===== src/rtl/soc_system_mem_arb_pkg.sv =====
// soc_system_mem_arb_pkg: shared types, response codes and default sizing for the on-chip memory arbiter
package soc_system_mem_arb_pkg;
  typedef enum logic [1:0] {IDLE, OWN0, OWN1} arb_state_t;
  localparam logic [1:0] RESP_OKAY = 2'b00;
  localparam logic [1:0] RESP_SLVERR = 2'b10;
  localparam int ADDR_W_DEF = 14;
  localparam int DATA_W_DEF = 64;
  localparam int DEPTH_DEF = 12500;
  localparam int MAX_HOLD_DEF = 4;
endpackage


===== src/rtl/soc_system_mem_arb_grant.sv =====
// soc_system_mem_arb_grant: two-requester grant FSM with bounded hold under contention
module soc_system_mem_arb_grant
  import soc_system_mem_arb_pkg::*;
#(
  parameter int MAX_HOLD = MAX_HOLD_DEF
) (
  input  logic clk,
  input  logic reset_n,
  input  logic req0,
  input  logic req1,
  output logic gnt0,
  output logic gnt1
);
  localparam int HW = $clog2(MAX_HOLD + 2);
  arb_state_t state, state_d;
  logic [HW-1:0] hold_cnt, hold_d;
  logic last_grant, last_grant_d, pick1, any, both, cap;
  always_comb begin
    both = req0 & req1;
    cap = hold_cnt == HW'(MAX_HOLD);
    any = (req0 | req1) & reset_n;
    // contention in OWNn flips to the other requester exactly when the hold cap is reached
    pick1 = state == IDLE ? req1 & (!req0 | !last_grant) : both ? ((state == OWN1) ^ cap) : req1;
    gnt0 = any & !pick1;
    gnt1 = any & pick1;
    state_d = !(req0 | req1) ? IDLE : pick1 ? OWN1 : OWN0;
    hold_d = (state != IDLE && both && !cap) ? hold_cnt + 1'b1 : '0;
    last_grant_d = any ? pick1 : last_grant;
  end
  always_ff @(posedge clk or negedge reset_n) begin
    if (!reset_n) begin
      state <= IDLE;
      hold_cnt <= '0;
      last_grant <= 1'b1;
    end else begin
      state <= state_d;
      hold_cnt <= hold_d;
      last_grant <= last_grant_d;
    end
  end
endmodule


===== src/rtl/soc_system_onchip_mem_arbiter.sv =====
// soc_system_onchip_mem_arbiter: arbitrates two requesters onto one single-port RAM
module soc_system_onchip_mem_arbiter
  import soc_system_mem_arb_pkg::*;
#(
  parameter int ADDR_W = ADDR_W_DEF,
  parameter int DATA_W = DATA_W_DEF,
  parameter int DEPTH = DEPTH_DEF,
  parameter int MAX_HOLD = MAX_HOLD_DEF
) (
  input  logic                clk,
  input  logic                reset_n,
  input  logic [ADDR_W-1:0]   m0_address,
  input  logic [DATA_W/8-1:0] m0_byteenable,
  input  logic                m0_read,
  input  logic                m0_write,
  input  logic [DATA_W-1:0]   m0_writedata,
  output logic                m0_waitrequest,
  output logic [DATA_W-1:0]   m0_readdata,
  output logic                m0_readdatavalid,
  output logic [1:0]          m0_response,
  input  logic [ADDR_W-1:0]   m1_address,
  input  logic [DATA_W/8-1:0] m1_byteenable,
  input  logic                m1_read,
  input  logic                m1_write,
  input  logic [DATA_W-1:0]   m1_writedata,
  output logic                m1_waitrequest,
  output logic [DATA_W-1:0]   m1_readdata,
  output logic                m1_readdatavalid,
  output logic [1:0]          m1_response,
  output logic [ADDR_W-1:0]   mem_address,
  output logic [DATA_W/8-1:0] mem_byteenable,
  output logic                mem_chipselect,
  output logic                mem_write,
  output logic [DATA_W-1:0]   mem_writedata,
  output logic                mem_clken,
  input  logic [DATA_W-1:0]   mem_readdata
);
  logic gnt0, gnt1, gnt, wr, in_range, rd_gnt;
  logic rv_valid, rv_owner, rv_err;
  logic [DATA_W-1:0] rdata;
  soc_system_mem_arb_grant #(.MAX_HOLD(MAX_HOLD)) u_grant (
    .clk(clk), .reset_n(reset_n),
    .req0(m0_read | m0_write), .req1(m1_read | m1_write),
    .gnt0(gnt0), .gnt1(gnt1)
  );
  always_comb begin
    gnt = gnt0 | gnt1;
    mem_address = gnt1 ? m1_address : m0_address;
    mem_writedata = gnt1 ? m1_writedata : m0_writedata;
    wr = gnt1 ? m1_write : m0_write;
    in_range = {1'b0, mem_address} < (ADDR_W + 1)'(DEPTH);
    // out-of-range accesses are still granted but never reach the RAM
    mem_chipselect = gnt & in_range;
    mem_write = mem_chipselect & wr;
    mem_byteenable = gnt ? (gnt1 ? m1_byteenable : m0_byteenable) : '0;
    mem_clken = reset_n;
    rd_gnt = gnt & !wr;
    m0_waitrequest = !gnt0;
    m1_waitrequest = !gnt1;
    rdata = rv_err ? '0 : mem_readdata;
    m0_readdata = rdata;
    m1_readdata = rdata;
    m0_readdatavalid = rv_valid & !rv_owner;
    m1_readdatavalid = rv_valid & rv_owner;
    m0_response = (m0_readdatavalid & rv_err) ? RESP_SLVERR : RESP_OKAY;
    m1_response = (m1_readdatavalid & rv_err) ? RESP_SLVERR : RESP_OKAY;
  end
  always_ff @(posedge clk or negedge reset_n) begin
    if (!reset_n) begin
      rv_valid <= 1'b0;
      rv_owner <= 1'b0;
      rv_err <= 1'b0;
    end else begin
      rv_valid <= rd_gnt;
      rv_owner <= gnt1;
      rv_err <= !in_range;
    end
  end
endmodule


===== config.mk =====
export PLATFORM = sky130hd
export DESIGN_NAME = soc_system_onchip_mem_arbiter
export DESIGN_NICKNAME = d
export VERILOG_FILES = /design/src/rtl/soc_system_mem_arb_pkg.sv /design/src/rtl/soc_system_mem_arb_grant.sv /design/src/rtl/soc_system_onchip_mem_arbiter.sv
export SDC_FILE = /design/constraint.sdc
export NUM_CORES = 1
export LEC_CHECK = 0
export ABC_AREA = 1
export CELL_PAD_IN_SITES_DETAIL_PLACEMENT = 2
export CELL_PAD_IN_SITES_GLOBAL_PLACEMENT = 2
export CORE_AREA = 3 3 180 182
export DETAILED_ROUTE_END_ITERATION = 8
export DIE_AREA = 0 0 183 185
export GPL_TIMING_DRIVEN = 0
export PLACE_DENSITY = 0.95
export SYNTH_ARGS = -nofsm -noshare
export SYNTH_HDL_FRONTEND = slang
export SYNTH_SLANG_ARGS = --single-unit

===== constraint.sdc =====
create_clock -name clk -period 3.15 [get_ports clk]
set_clock_uncertainty 0.15 [all_clocks]
set_input_delay 0.315 -clock clk [delete_from_list [all_inputs] [get_ports clk]]
set_output_delay 0.315 -clock clk [all_outputs]
set_load 0.02 [all_outputs]

==> results.yml <==
run_status:
  status: "finished, final reports clean"
synth:
  postSynthAreaPerCell_um2: 4.959
  synth_top_family_by_area: "simple AND/OR/NAND/NOR gates"
  synthTopCellsByArea: "nand2_1, buf_4, inv_1, nor2_1, dfrtp_1"
  ys_ff_latch: 9
  synth_area_um2: 2728
  synth_edf_count: 0
  synth_top_cell_by_area: "nand2_1"
  yosysMostFrequentCell: "nand2_1"
  synth.top_cell.area_share: 0.3385
  yosysSeqAreaShare: 0.08303
  async_reset_ff_frac: 1.000
  muxShareOfSynthArea: 0
  synth_flop_cell: "dfrtp_1"
  synthAdderAreaFrac: 0.009174
  synthTopCellsByCount: "nand2_1, inv_1, nor2_1"
  synthSimpleGateAreaFrac: 0.5073
  synth_xor_area_frac: 0.003211
  ys_types: 30
  synth_compound_area_frac: 0.03440
  yosys_warnings: 0
  synthCells: 550
global_route:
  grt_max_degree: 11
  grt_pass1_wl_um: 35540
  grt_use_total: 0.1379
  overflow: 0
  antenna_found_initial: 4
  grt_pass1_vias: 5901
timing:
  hold_viol_final: 0
  worst_slew_pin_slew_ns: 0.6299
  rsz0062_at_grt: "false"
  slew_violations: 0
  final-setup-viol-count: 0
  min_period_over_period: 0.9452
  relSlewSlack: 0.5801
  period_minus_slack_ns: 2.977
  timing.fmax_mhz: 335.9
power:
  finalPower_uw: 3007
  p_leak_uw: 0.003911
  power_density_nw_per_um2: 381.9
  ir_drop_mv: 0.1539
critical_path:
  endpoint: "mem_writedata[28]"
  cp-end-kind: "output pin"
  critPathMostFrequentCell: "nand2_1"
  cp_cell_sequence: "clkdlybuf4s50_1, nor2_4, a21boi_4, buf_6, inv_4, nor2_8, buf_8, buf_4, nand2_1, nand2_1, dlygate4sd2_1"
  ff2ff_path_depth: 15
  cp_slowest_stage_delay_ns: 0.57
  crit_fanout: 10
  slowest_stage: "clkdlybuf4s50_1"
  cp-start-kind: "input port"
  critical_path_required_ns: 2.68
  arrival_ns: 2.51
  r2r-end: "rv_err$_DFF_PN0_"
  ff2ff_setup_slack_ns: 1.04
  rr_startpoint: "u_grant.hold_cnt[0]$_DFF_PN0_"
  cp-startpoint: "m0_write"
  path_class: "in -> out"
placement:
  dp.final_hpwl_um: 23380
  gp_congestion: 0.8271
  placedCellCount: 1411
  portBuffers: 464
die:
  core_um2: 30750
  die_w_um: 183
  initial_core_util: 0.08870
  placementRows: 64
  boundaryPins: 467
  die_h_um: 185
  die-area_um2: 33860
cells_and_area:
  multi_input_area_um2: 1548
  seqCellArea_um2: 226.5
  nFillCells: 3681
  synthToLayoutAreaGrowth_pct: 188.7
  fin_nets: 1266
  layout-drive-gt1-share: 0.1430
  fin_cells: 1417
  antenna_cells: 0
clock_tree:
  cts_sinks: 9
  cts_inserted_buffers: 3
  clockRootBuffer: "clkbuf_16"
  cts_tree: "done"
  clk_pin_slew_worst_paths_ns: 0.04
  cts_buffer_depth: 2
  cts_max_level: 1
  clkLatencyLatePin_ns: 0.23
detailed_routing:
  ant_nets: 0
  drc_errors: 0
  vias_per_cell: 3.615
  dr.pass1.iters: 4
  drt_iter0_drc: 88
  routedWlPerCell_um: 17.74
  wirelength_um: 25130
  vias: 5122
min_path:
  worst_hold_path_type: "in -> async"
flow_run:
  drv_cap: 0
repair_timing:
item                                    in CTS  in global routing
buffers inserted                             0                  1
hold buffers                                 1                  0
pin swaps                                    0                  1
hold endpoints to repair                     8                  0
resized for setup                          123                 80
endpoints found under the setup margin      89                 63
area by class of cell:
type,instances,area share
Buffer,92,0.08818
Clock buffer,4,0.01001
Inverter,89,0.04274
Multi-Input combinational cell,361,0.1965
Sequential cell,9,0.02876
Tap cell,396,0.06292
Timing Repair Buffer,466,0.5709
kinds of logic after synthesis:
logic type / Yosys count
buffers and inverters: 181
AND/OR/NAND/NOR: 344
other: 1
AO/OA/AOI/OAI: 12
flip-flops: 9
XOR/XNOR: 1
adder cells (fa/ha/maj): 2
layer usage:
metal	GRT usage	up-vias	part of all wire
met5	0	-	0.0021
met2	0.2860	294	0.55
met3	0.03712	28	0.085
met4	0.03260	8	0.019
li1	-	2453	-
met1	0.1337	2339	0.34
state kept, by name, indices dropped and copies added, names as in the netlist:
register,count
u_grant.hold_cnt,3
u_grant.state,2
rv_err,1
rv_owner,1
rv_valid,1
u_grant.last_grant,1
cell usage in the layout (no fill, tap or decap), types with 2 or more instances in the layout:
| cell type | count |
|---|---|
| nand2_1 | 246 |
| nand4_1 | 5 |
| clkbuf_2 | 29 |
| inv_1 | 87 |
| conb_1 | 2 |
| clkdlybuf4s50_1 | 386 |
| nand3_4 | 2 |
| a32o_1 | 5 |
| nor2_4 | 2 |
| clkdlybuf4s15_2 | 9 |
| ha_1 | 2 |
| clkbuf_4 | 3 |
| dlygate4sd2_1 | 18 |
| dfrtp_1 | 8 |
| buf_6 | 6 |
| nor2_1 | 77 |
| clkdlybuf4s15_1 | 20 |
| buf_2 | 2 |
| a21oi_1 | 3 |
| buf_1 | 5 |
| buf_4 | 76 |
| nand2_2 | 3 |
| clkbuf_16 | 3 |
| clkbuf_1 | 3 |
| nand3_1 | 3 |
worst max-delay path, delay by kind of cell:
kind,cells,cell delay [ns]
buf+inv,6,1.58
simple gates,4,0.41
compound gates,1,0.20
metrics by stage:
stage | utilization | setup TNS, ns | hold WS, ns | cell area, um^2 | worst slack [ns]
CTS | 0.2585 | -0.005777 | 0.1448 | 7948 | -0.004253
global placement | 0.2560 | -58.89 | 0.2980 | 7871 | -0.9374
finish | 0.2561 | 0 | 0.1308 | 7875 | 0.1725
global route | 0.2561 | 0 | 0.1480 | 7875 | 0.02342
floorplan | - | 0 | -0.1306 | 2731 | 0.7629
detailed placement | 0.2560 | -60.48 | 0.3121 | 7871 | -0.9405
report_power, final:
part | leakage (uW) | total, uW | switching (uW) | internal [uW]
logic | 0.00376 | 2620 | 1420 | 1200
registers | 0.000113 | 166 | 20.5 | 146
clock network | 0.0000382 | 220 | 50.8 | 169
worst min path at each step:
stage,startpoint,end,cells past startpoint
4_1_cts,reset_n,u_grant.last_grant$_DFFE_PN1N_,1
3_3_place_gp,u_grant.hold_cnt[0]$_DFF_PN0_,u_grant.hold_cnt[0]$_DFF_PN0_,1
5_1_grt,reset_n,u_grant.last_grant$_DFFE_PN1N_,1
6_report,reset_n,u_grant.last_grant$_DFFE_PN1N_,1
3_5_place_dp,u_grant.hold_cnt[0]$_DFF_PN0_,u_grant.hold_cnt[0]$_DFF_PN0_,1
2_1_floorplan,reset_n,rv_err$_DFF_PN0_,0
Note: power is estimated with default switching activity, not from simulation.
